$ cat config.mk
export PLATFORM = sky130hd
export DESIGN_NAME = bridge_keypad
export DESIGN_NICKNAME = d
export VERILOG_FILES = /design/src/rtl/bridge_keypad.sv
export SDC_FILE = /design/constraint.sdc
export NUM_CORES = 1
export LEC_CHECK = 0
export BUFFER_PORTS_ARGS = -buffer_cell sky130_fd_sc_hd__buf_2
export CORE_MARGIN = 8
export CORE_UTILIZATION = 40
export CTS_CLUSTER_SIZE = 8
export DETAILED_ROUTE_END_ITERATION = 8
export GPL_TIMING_DRIVEN = 0
export REMOVE_ABC_BUFFERS = 1
export SLEW_MARGIN = 20
export SYNTH_ARGS = -nofsm -noshare
export SYNTH_HDL_FRONTEND = slang
export SYNTH_SLANG_ARGS = --single-unit
$ cat constraint.sdc
create_clock -name clk -period 1.6 [get_ports clk]
set_input_delay 0.08 -clock clk [delete_from_list [all_inputs] [get_ports clk]]
set_output_delay 0.08 -clock clk [all_outputs]
set_load 0.01 [all_outputs]
$ cat src/rtl/bridge_keypad.sv
// PS/2 key events and joystick buttons to the 12-line active-low keypad matrix.
// Each key press stays reported for at least HOLD_FRAMES vblank rising edges.
module bridge_keypad #(
    parameter int unsigned HOLD_FRAMES = 3
) (
    input  logic        clk,
    input  logic        reset_n,
    input  logic [10:0] ps2_key,
    input  logic [11:0] joystick,
    input  logic        vblank,
    output logic [11:0] inputs_n,
    output logic        key_event
);

    localparam logic [3:0] HOLD_LOAD = HOLD_FRAMES[3:0];

    logic        toggle_prev;
    logic        armed;
    logic        vblank_prev;
    logic        dec_valid;
    logic        dec_press;
    logic [3:0]  dec_idx;
    logic [11:0] pressed;
    logic [3:0]  hold [12];
    logic [11:0] joystick_q;

    logic        event_now;
    logic        tick;
    logic [4:0]  map;
    logic [11:0] pressed_nx;
    logic [3:0]  hold_nx [12];
    logic [11:0] active_nx;

    // Returns {mapped, key index}
    function automatic logic [4:0] map_code(input logic ext, input logic [7:0] code);
        logic [4:0] r;
        r = 5'd0;
        if (ext) begin
            if (code == 8'h5A) r = {1'b1, 4'd10};
        end else begin
            case (code)
                8'h16:   r = {1'b1, 4'd0};
                8'h1E:   r = {1'b1, 4'd1};
                8'h26:   r = {1'b1, 4'd2};
                8'h25:   r = {1'b1, 4'd3};
                8'h2E:   r = {1'b1, 4'd4};
                8'h36:   r = {1'b1, 4'd5};
                8'h3D:   r = {1'b1, 4'd6};
                8'h3E:   r = {1'b1, 4'd7};
                8'h46:   r = {1'b1, 4'd8};
                8'h45:   r = {1'b1, 4'd9};
                8'h5A:   r = {1'b1, 4'd10};
                8'h66:   r = {1'b1, 4'd11};
                default: r = 5'd0;
            endcase
        end
        return r;
    endfunction

    assign event_now = armed & (ps2_key[10] ^ toggle_prev);
    assign tick      = vblank & ~vblank_prev;
    assign map       = map_code(ps2_key[8], ps2_key[7:0]);

    // A press load overrides the frame-tick decrement on the same key.
    always_comb begin
        pressed_nx = pressed;
        active_nx  = '0;
        for (int k = 0; k < 12; k++) begin
            hold_nx[k] = hold[k];
            if (tick && hold[k] != 4'd0) hold_nx[k] = hold[k] - 4'd1;
            if (dec_valid && dec_idx == 4'(k)) begin
                pressed_nx[k] = dec_press;
                if (dec_press) hold_nx[k] = HOLD_LOAD;
            end
            active_nx[k] = pressed_nx[k] | (hold_nx[k] != 4'd0) | joystick_q[k];
        end
    end

    always_ff @(posedge clk or negedge reset_n) begin
        if (!reset_n) begin
            toggle_prev <= 1'b0;
            armed       <= 1'b0;
            vblank_prev <= 1'b0;
            dec_valid   <= 1'b0;
            dec_press   <= 1'b0;
            dec_idx     <= 4'd0;
            pressed     <= '0;
            joystick_q  <= '0;
            inputs_n    <= 12'hFFF;
            key_event   <= 1'b0;
            for (int k = 0; k < 12; k++) hold[k] <= 4'd0;
        end else begin
            toggle_prev <= ps2_key[10];
            armed       <= 1'b1;
            vblank_prev <= vblank;
            dec_valid   <= event_now & map[4];
            dec_press   <= ps2_key[9];
            dec_idx     <= map[3:0];
            pressed     <= pressed_nx;
            joystick_q  <= joystick;
            inputs_n    <= ~active_nx;
            key_event   <= dec_valid;
            for (int k = 0; k < 12; k++) hold[k] <= hold_nx[k];
        end
    end

endmodule

==> results of run 1 <==
## cells by family (layout without fill, tap and decap cells)
kind of cell | after synthesis | count (layout)
and+or+nand+nor | 227 | 229
DFF | 94 | 94
AOI/OAI and AO/OA | 79 | 79
buffers and inverters | 37 | 120
xor gates and xnor gates | 17 | 17
adders and majority gates | 12 | 12
muxes | 8 | 8
other | 1 | 1
## what timing repair did
action / in CTS / in global routing
setup endpoints to repair: 49 / 20
pin swaps: 4 / 5
resized for setup: 50 / 51
cloned: 3 / 0
setup buffers: 11 / 8
hold endpoints to repair: 101 / 1
hold buffers: 16 / 1
## layout by cell type (no fill, tap or decap), types with 5 or more instances in the layout
cell           netlist  layout
dfstp_2             12      12
dlygate4sd3_1        0      17
a21oi_2              0      11
buf_2                4      37
xnor2_1             11      10
nand2b_1            10       6
nand3_1             10      10
mux2i_1              8       8
o21ai_1              3       5
nand4b_1             9       9
or3_1                6       5
and4b_1              7       7
clkbuf_16            0       9
ha_1                12       8
nand2b_4             0       5
dfrtp_1             82      71
nor4_4               0       8
buf_4                2      16
xor2_1               6       6
a31oi_1             10       9
dfrtp_2              0      11
nand2_1             66      66
a21oi_1             25      11
o21ai_0             22      16
nor2_1              58      57
nor3_1              13      11
inv_1               27      25
## power breakdown
part	leakage, nW	internal (mW)	switching, mW
logic	1.38	1.48	1.60
registers	1.12	3.11	0.797
clock network	0.170	1.61	0.882
total	2.67	6.20	3.28
## metal layers
layer / track usage / wire length, µm / up-vias
met5: 0 / 0 / -
met4: 0.0716 / 198 / 0
met3: 0.0281 / 344 / 17
met2: 0.254 / 5460 / 68
met1: 0.178 / 4790 / 1799
li1: - / - / 1817
## final timing paths
kind / start / endpoint / slack, ps
min in group asynchronous: reset_n / hold[9] / 120
min: ps2_key[5] / dec_idx[1] / 50
max: vblank_prev / inputs_n[8] / -70
max in group asynchronous: reset_n / inputs_n[4] / 850
min reg2reg: joystick_q[6] / inputs_n[6] / 400
max reg2reg: vblank_prev / inputs_n[8] / -70
## area by class of cell
cell class / count / share of cell area
multi-input combinational: 346 / 0.402
sequential: 94 / 0.392
timing repair buffer: 77 / 0.102
clock buffer: 13 / 0.0429
tap: 143 / 0.0295
inverter: 27 / 0.0167
clock inverter: 3 / 0.0148
## sequential cells by signal, summed over array words and instances, names as in the netlist
register / count
pressed: 12
armed: 1
dec_idx: 4
toggle_prev: 1
hold: 48
dec_valid: 1
inputs_n: 12
joystick_q: 12
key_event: 1
vblank_prev: 1
dec_press: 1
## worst max-delay path: stages, from the launching register on
cell	delay, ps
dfrtp_2	430
nor2b_4	200
buf_12	130
a21boi_2	50
a31oi_2	170
or3b_4	420
nor4_4	160
## per-stage QoR
| step | total power [mW] | hold slack (ps) | cells | TNS (ps) | instance area, µm² |
|---|---|---|---|---|---|
| 2_1_floorplan | 5.45 | -216 | 465 | -7010 | 4490 |
| 3_3_place_gp | 5.95 | 188 | 646 | -77710 | 4860 |
| 3_5_place_dp | 6.11 | -92.2 | 648 | -17600 | 4910 |
| 4_1_cts | 9.01 | -43.6 | 694 | -159 | 5770 |
| 5_1_grt | 10.2 | 82.4 | 703 | -1440 | 6070 |
| 6_report | 9.48 | 54.7 | 703 | -205 | 6070 |
==> flow_summary.yaml, run 1 <==
synth:
  yosys_warnings: 0
  synth_area_mm2: 0.00456
  synthMuxAreaShare: 0.0176
  synth_compound_area_frac: 0.105
  synth_cell_types: 52
  synth_common_cells: "dfrtp_1 (82), nand2_1 (66), nor2_1 (58)"
  synth_edf_count: 0
  yosys.area.top_type_share: 0.450
  synth_top_family_by_area: "simple AND/OR/NAND/NOR gates"
  synth-seq-cells: 94
  avgSynthCellArea_um2: 9.60
  synthArstFlopShare: 1.00
  yosysTopAreaCell: "dfrtp_1"
  synthXorXnorAreaFrac: 0.0327
  synth.area.top_cells: "dfrtp_1 (45%), dfstp_2 (6.9%), nand2_1 (5.4%), nor2_1 (4.8%), ha_1 (3.3%)"
  yosys.area_share.adder: 0.0329
  synth.most_common_cell: "dfrtp_1"
  synth_cells: 475
  synth_flop_cell: "dfrtp_1"
  synthSimpleGateAreaFrac: 0.256
  seq_area_frac_synth: 0.519
floorplan:
  fp.coreArea_mm2: 0.0113
  die_w_um: 123
  fp.dieH_um: 123
  die-area_mm2: 0.0151
  start_util: 0.404
  io_pins: 39
  num_rows: 39
global_routing:
  grt_max_degree: 83
  grt.total_usage: 0.149
  antenna_found_initial: 0
  grt_pass1_wl_mm: 17.8
  grt-ovfl-total: 0
  grt_pass1_vias: 3809
finish:
  multi_input_area_mm2: 0.00244
  diodes: 0
  layout.nets: 593
  syn2layout_area_growth_pct: 33.2
  drive_gt1_frac: 0.291
  n_fill_cell: 959
  utilization: 0.539
  register_area_mm2: 0.00238
hold_path:
  min_path_cells: 3
  min_path_type: "in -> reg"
clocking:
  clock_path_buffers: 2
  tritoncts: "done"
  cts_made_buffers: 9
  clk_latency_ps: 340
  path_clk_slew_ps: 60
  cts-root-buf: "clkbuf_16"
  cts_max_level: 3
  clock_sink_count: 94
critical_path:
  end_kind: "flop"
  crit_type: "reg -> reg"
  cp.required_ps: 1850
  cp_data_arrival_time_ps: 1920
  cp_max_fo: 3
  startpoint_type: "flop"
  worst-r2r-cell-count: 6
route:
  wl_mm: 10.8
  postRouteAntennaNets: 0
  drtIter0Drc: 227
  drc: 0
  viasPerCell: 5.26
  first_pass_iters: 5
  wl_per_cell_um: 15.3
  dr_total_vias: 3701
place:
  gp_congestion: 0.841
  pre_cts_slack_ps: -705
  hpwl_mm: 6.71
  port_buffers: 38
sta:
  setup_viol_count_final: 7
  fin_ws_ps: -72.3
  grt_setup_unrepaired: "true"
  min_period_ps: 1670
  fin_worst_skew_ps: 5.31
  fmaxAchievable_mhz: 598
  fin_crit_sh: 1.05
  slew_violations: 0
  final_hold_viol_count: 0
power:
  leakage_nw: 2.67
  power_density_mw_per_mm2: 1560
  peakVddDrop_mv: 0.706
run_status:
  violations: "setup timing"
  outcome: "finished with violations"
flow_run:
  drv_cap: 0
No activity file was read; power rests on OpenSTA's default activity.
==> inputs of run 2 (changes only) <==
TNS_END_PERCENT = 1   (was not set)
clock period = 2.1 ns   (was 1.6 ns; I/O delays follow)
==> run 2 against run 1 <==
Against the previous run:
- non-clock buffer count down 20
- via count down 4.7%
- the run now ends clean
- clock power down 24%
- total power down 31%
- core utilization down 5.5 points
- sequential share of layout area up 4.2 points
- worst hold slack better by 24 ps
- setup slack better by 230 ps
- combinational power down 41%
- count of clock-buffer cells in the layout unchanged
==> flow_summary.yaml, run 2 (synthesis gave the netlist of run 1 again) <==
floorplan:
  num_rows: 39
  die_w_um: 123
  io_pins: 39
  fp.dieH_um: 123
  start_util: 0.404
  fp.coreArea_mm2: 0.0113
  die-area_mm2: 0.0151
sta:
  min_period_ps: 1940
  fin_crit_sh: 0.924
  slew_violations: 0
  setup_viol_count_final: 0
  whs_ps: 78.4
  fmaxAchievable_mhz: 516
  grt_setup_unrepaired: "false"
  final_hold_viol_count: 0
  fin_worst_skew_ps: 3.87
finish:
  syn2layout_area_growth_pct: 19.5
  largest_reg_flops: 48
  layout_commonest_cell: "dfrtp_1"
  regMostFlops: "hold"
  n_fill_cell: 1028
  layout.nets: 571
  diodes: 0
  mostFrequentLayoutCells: "dfrtp_1 (82), nand2_1 (66), nor2_1 (58), buf_2 (37), inv_1 (27)"
  drive_gt1_frac: 0.138
flow_run:
  drv_cap: 0
clocking:
  clk_latency_ps: 340
  cts_max_level: 3
  cts_made_buffers: 9
  postCtsSetupBuffers: 0
  clock_sink_count: 94
  path_clk_slew_ps: 60
  clock_path_buffers: 2
  tritoncts: "done"
  cts-root-buf: "clkbuf_16"
critical_path:
  cp_data_arrival_time_ps: 2190
  timing.rr.start: "vblank_prev"
  slowest_delay_ps: 530
  cp.required_ps: 2350
  path_cells: "dlygate4sd3_1, buf_2, nor2b_4, buf_6, a21boi_0, a31oi_1, or3b_1, nor4_2"
  worst-r2r-cell-count: 6
  startpoint: "vblank"
  crit_buf_inv: 3
  r2r_slack_ps: 220
  slowest_stage: "dlygate4sd3_1"
  path_depth: 8
  cp_top_family: "buffers and inverters"
  crit_type: "in -> reg"
  end_kind: "flop"
  worstReg2RegEnd: "inputs_n[8]"
  crit_end: "inputs_n[8]"
  cp_max_fo: 20
  startpoint_type: "primary input"
global_routing:
  grt-ovfl-total: 0
  grt.total_usage: 0.136
  grt_pass1_wl_mm: 16.4
  grt_pass1_vias: 3589
  grt_max_degree: 83
  antenna_found_initial: 0
route:
  dr_total_vias: 3526
  wl_mm: 9.45
  wl_per_cell_um: 13.9
  first_pass_iters: 4
  viasPerCell: 5.18
  postRouteAntennaNets: 0
  drc: 0
  drtIter0Drc: 205
place:
  hpwl_mm: 6.71
  port_buffers: 38
  gp_congestion: 0.841
run_status:
  outcome: "complete, no violations"
power:
  pwr-share-comb: 0.279
  peakVddDrop_mv: 0.520
  p_switching_mw: 2.12
  p_seq_frac: 0.432
  switching_share: 0.324
  internal_power_mw: 4.43
  p_clk_frac: 0.289
  power_density_mw_per_mm2: 1200
  p_total_mw: 6.55
  leakage_nw: 2.50
hold_path:
  min_path_type: "in -> reg"
-- run 2: what timing repair did --
item                                    in CTS  in global routing
hold buffers                                17                  0
endpoints found under the hold margin      100                  0
endpoints found under the setup margin      10                  6
resized for setup                            1                  3
cloned                                       0                  0
-- run 2: metrics by stage --
stage,setup TNS (ps),utilization,area [µm²],std cells,setup slack [ps]
3_5_place_dp,-874,0.436,4910,648,-205
5_1_grt,0,0.484,5450,681,25.9
3_3_place_gp,-16700,0.431,4860,646,-970
6_report,0,0.484,5450,681,161
4_1_cts,0,0.482,5430,681,23.0
2_1_floorplan,-95.5,-,4490,465,-95.5
-- run 2: worst min-delay path by stage --
stage	startpoint	end	slack (ps)	depth (start not counted)
2_1_floorplan	reset_n	armed	-190	0
6_report	ps2_key[5]	dec_idx[1]	80	3
3_3_place_gp	joystick[2]	joystick_q[2]	210	1
5_1_grt	ps2_key[5]	dec_idx[1]	110	3
3_5_place_dp	reset_n	hold[8]	-70	1
4_1_cts	ps2_key[5]	dec_idx[1]	70	3
-- run 2: per-layer routing --
metal / GRT usage / routed length [µm] / vias up
met5: 0 / 0 / -
met2: 0.226 / 4560 / 67
met3: 0.0271 / 313 / 19
met1: 0.168 / 4380 / 1669
li1: - / - / 1771
met4: 0.0647 / 195 / 0
-- run 2: layout make-up --
class	count	area, µm²	share of cell area
tap	143	179	0.0328
clock buffer	13	260	0.0478
sequential	94	2370	0.434
clock inverter	3	90.1	0.0165
inverter	27	101	0.0186
multi-input combinational	344	2050	0.376
timing repair buffer	57	405	0.0744
-- run 2: power by group through the flow --
stage | registers (mW) | clock network, mW | logic [mW]
after CTS | 2.82 | 1.93 | 1.85
after global routing | 2.92 | 2.02 | 2.14
after global placement | 2.82 | 0 | 1.71
after detailed placement | 2.85 | 0 | 1.81
after floorplan | 2.77 | 0 | 1.39
final | 2.83 | 1.89 | 1.83
-- run 2: worst reg2reg max path, stage by stage, from the launching register on --
cell	delay, ps
dfrtp_1	410
nor2b_4	280
buf_6	250
a21boi_0	120
a31oi_1	210
or3b_1	380
nor4_2	150
==> inputs of run 3 (changes only) <==
REMOVE_ABC_BUFFERS = not set   (was 1)
clock period = 1.7 ns   (was 2.1 ns; I/O delays follow)
==> run 3 against run 2 <==
Against the previous run:
- global-route usage is 1.2 points higher
- count of clock-buffer cells in the layout is 3 lower
- sequential share of layout area is 2.4 points lower
- final area up 6.1%
- critical path depth fell by 2
- critical endpoint is now inputs_n[2]
- total power increased by 30%
- setup slack worse by 130 ps
- register-to-register slack got worse by 190 ps
- wire length up 13%
- largest cell class unchanged
==> flow_summary.yaml, run 3 (synthesis gave the netlist of run 1 again) <==
power:
  leakage_nw: 2.58
  power_density_mw_per_mm2: 1470
  peakVddDrop_mv: 1.03
hold_path:
  min_path_type: "in -> reg"
  min_path_cells: 3
  whs_endpoint: "dec_idx[3]"
  min-delay-start: "ps2_key[6]"
floorplan:
  fp.dieH_um: 123
  fp.coreArea_mm2: 0.0113
  num_rows: 39
  io_pins: 39
  die_w_um: 123
  start_util: 0.404
  die-area_mm2: 0.0151
sta:
  grt_setup_unrepaired: "true"
  setup_viol_count_final: 0
  fmaxAchievable_mhz: 599
  min_period_ps: 1670
  setup_tns_ps: 0
  slew_violations: 0
  fin_crit_sh: 0.983
  fin_worst_skew_ps: 6.82
  whs_ps: 103
  final_hold_viol_count: 0
  fin_ws_ps: 29.6
clocking:
  clk_latency_ps: 350
  path_clk_slew_ps: 60
  cts_made_buffers: 9
  cts-root-buf: "clkbuf_16"
  cts_max_level: 3
  clock_path_buffers: 2
  tritoncts: "done"
  clock_sink_count: 94
place:
  port_buffers: 35
  gp_congestion: 0.852
  pre_cts_slack_ps: -273
  postPlaceCellArea_mm2: 0.00495
  hpwl_mm: 7.26
global_routing:
  grt.total_usage: 0.148
  grt_pass1_vias: 3714
  grt-ovfl-total: 0
  grt_pass1_wl_mm: 17.6
  antenna_found_initial: 0
  grt_max_degree: 71
route:
  dr_total_vias: 3684
  drc: 0
  first_pass_iters: 5
  wl_mm: 10.6
  drtIter0Drc: 228
  wl_per_cell_um: 15.4
  viasPerCell: 5.32
  postRouteAntennaNets: 0
finish:
  mostFrequentLayoutCells: "dfrtp_1 (78), nand2_1 (66), nor2_1 (57), buf_2 (36), inv_1 (25)"
  layout_commonest_cell: "dfrtp_1"
  regMostFlops: "hold"
  syn2layout_area_growth_pct: 26.8
  largest_reg_flops: 48
  layout.nets: 582
  utilization: 0.513
  drive_gt1_frac: 0.230
  stdcell_area_mm2: 0.00578
  diodes: 0
critical_path:
  slowest_stage: "dfrtp_1"
  timing.rr.start: "vblank_prev"
  startpoint_type: "flop"
  crit_type: "reg -> reg"
  cp.required_ps: 1960
  cp_top_family: "simple AND/OR/NAND/NOR gates"
  path_cells: "nand2b_4, buf_6, buf_8, nor4_4, mux2i_1, nor3b_2"
  worstReg2RegEnd: "inputs_n[2]"
  crit_buf_inv: 2
  cp_max_fo: 10
  worst-r2r-cell-count: 6
  cp_data_arrival_time_ps: 1930
  slowest_delay_ps: 390
  path_depth: 6
  end_kind: "flop"
  r2r_slack_ps: 30
run_status:
  outcome: "complete, no violations"
synth:
  syn_nets: 513
flow_run:
  drv_cap: 0
-- run 3: changes by cell type in the layout (fill, tap and decap cells not counted), moves of 4 or more --
cell,change
o21ai_0,-4
nor3b_2,+4
nor3b_1,-5
nor4_2,+7
nor4_4,+4
a21oi_2,+6
a21oi_1,-6
nor4_1,-11
dfrtp_2,+4
dfrtp_1,-4
buf_4,+6
-- run 3: worst max-delay path by stage --
stage               slack [ps]          end        start
floorplan                  140  inputs_n[0]  vblank_prev
global placement          -390     hold[32]      reset_n
detailed placement        -270  inputs_n[2]  vblank_prev
CTS                        -60  inputs_n[8]     hold[12]
global route              -100  inputs_n[5]     hold[24]
finish                      30  inputs_n[2]  vblank_prev
-- run 3: worst register-to-register path, stage by stage (launching register included) --
cell	delay, ps
dfrtp_1	390
nand2b_4	190
buf_6	180
buf_8	170
nor4_4	160
mux2i_1	280
nor3b_2	230
-- run 3: repair_timing --
| action | in CTS | in global routing |
|---|---|---|
| pin swaps | 2 | 8 |
| setup endpoints to repair | 18 | 12 |
| setup buffers | 0 | 6 |
| endpoints found under the hold margin | 103 | 0 |
| resized for setup | 24 | 43 |
| hold buffers | 17 | 0 |
-- run 3: metrics by stage --
step	std cells	total power, mW
2_1_floorplan	475	5.15
5_1_grt	692	9.10
4_1_cts	687	8.28
3_3_place_gp	653	5.61
6_report	692	8.50
3_5_place_dp	654	5.78
-- run 3: per-layer routing --
| layer | up-vias | part of all wire | global-route usage |
|---|---|---|---|
| met2 | 84 | 0.49 | 0.239 |
| li1 | 1792 | - | - |
| met1 | 1792 | 0.45 | 0.186 |
| met5 | - | 0 | 0 |
| met3 | 16 | 0.043 | 0.0396 |
| met4 | 0 | 0.019 | 0.0579 |
-- run 3: final cells by class --
cell class / count / area (µm²)
fill: 1018 / 5490
sequential: 94 / 2370
multi-input combinational: 344 / 2280
timing repair buffer: 59 / 424
clock buffer: 10 / 239
tap: 143 / 179
clock inverter: 6 / 109
inverter: 27 / 101
buffer: 9 / 81.3
-- run 3: power breakdown --
group	switching [mW]	internal [mW]	total, mW
registers	0.687	2.91	3.60
clock network	0.859	1.47	2.33
logic	1.37	1.19	2.56
total	2.92	5.58	8.50
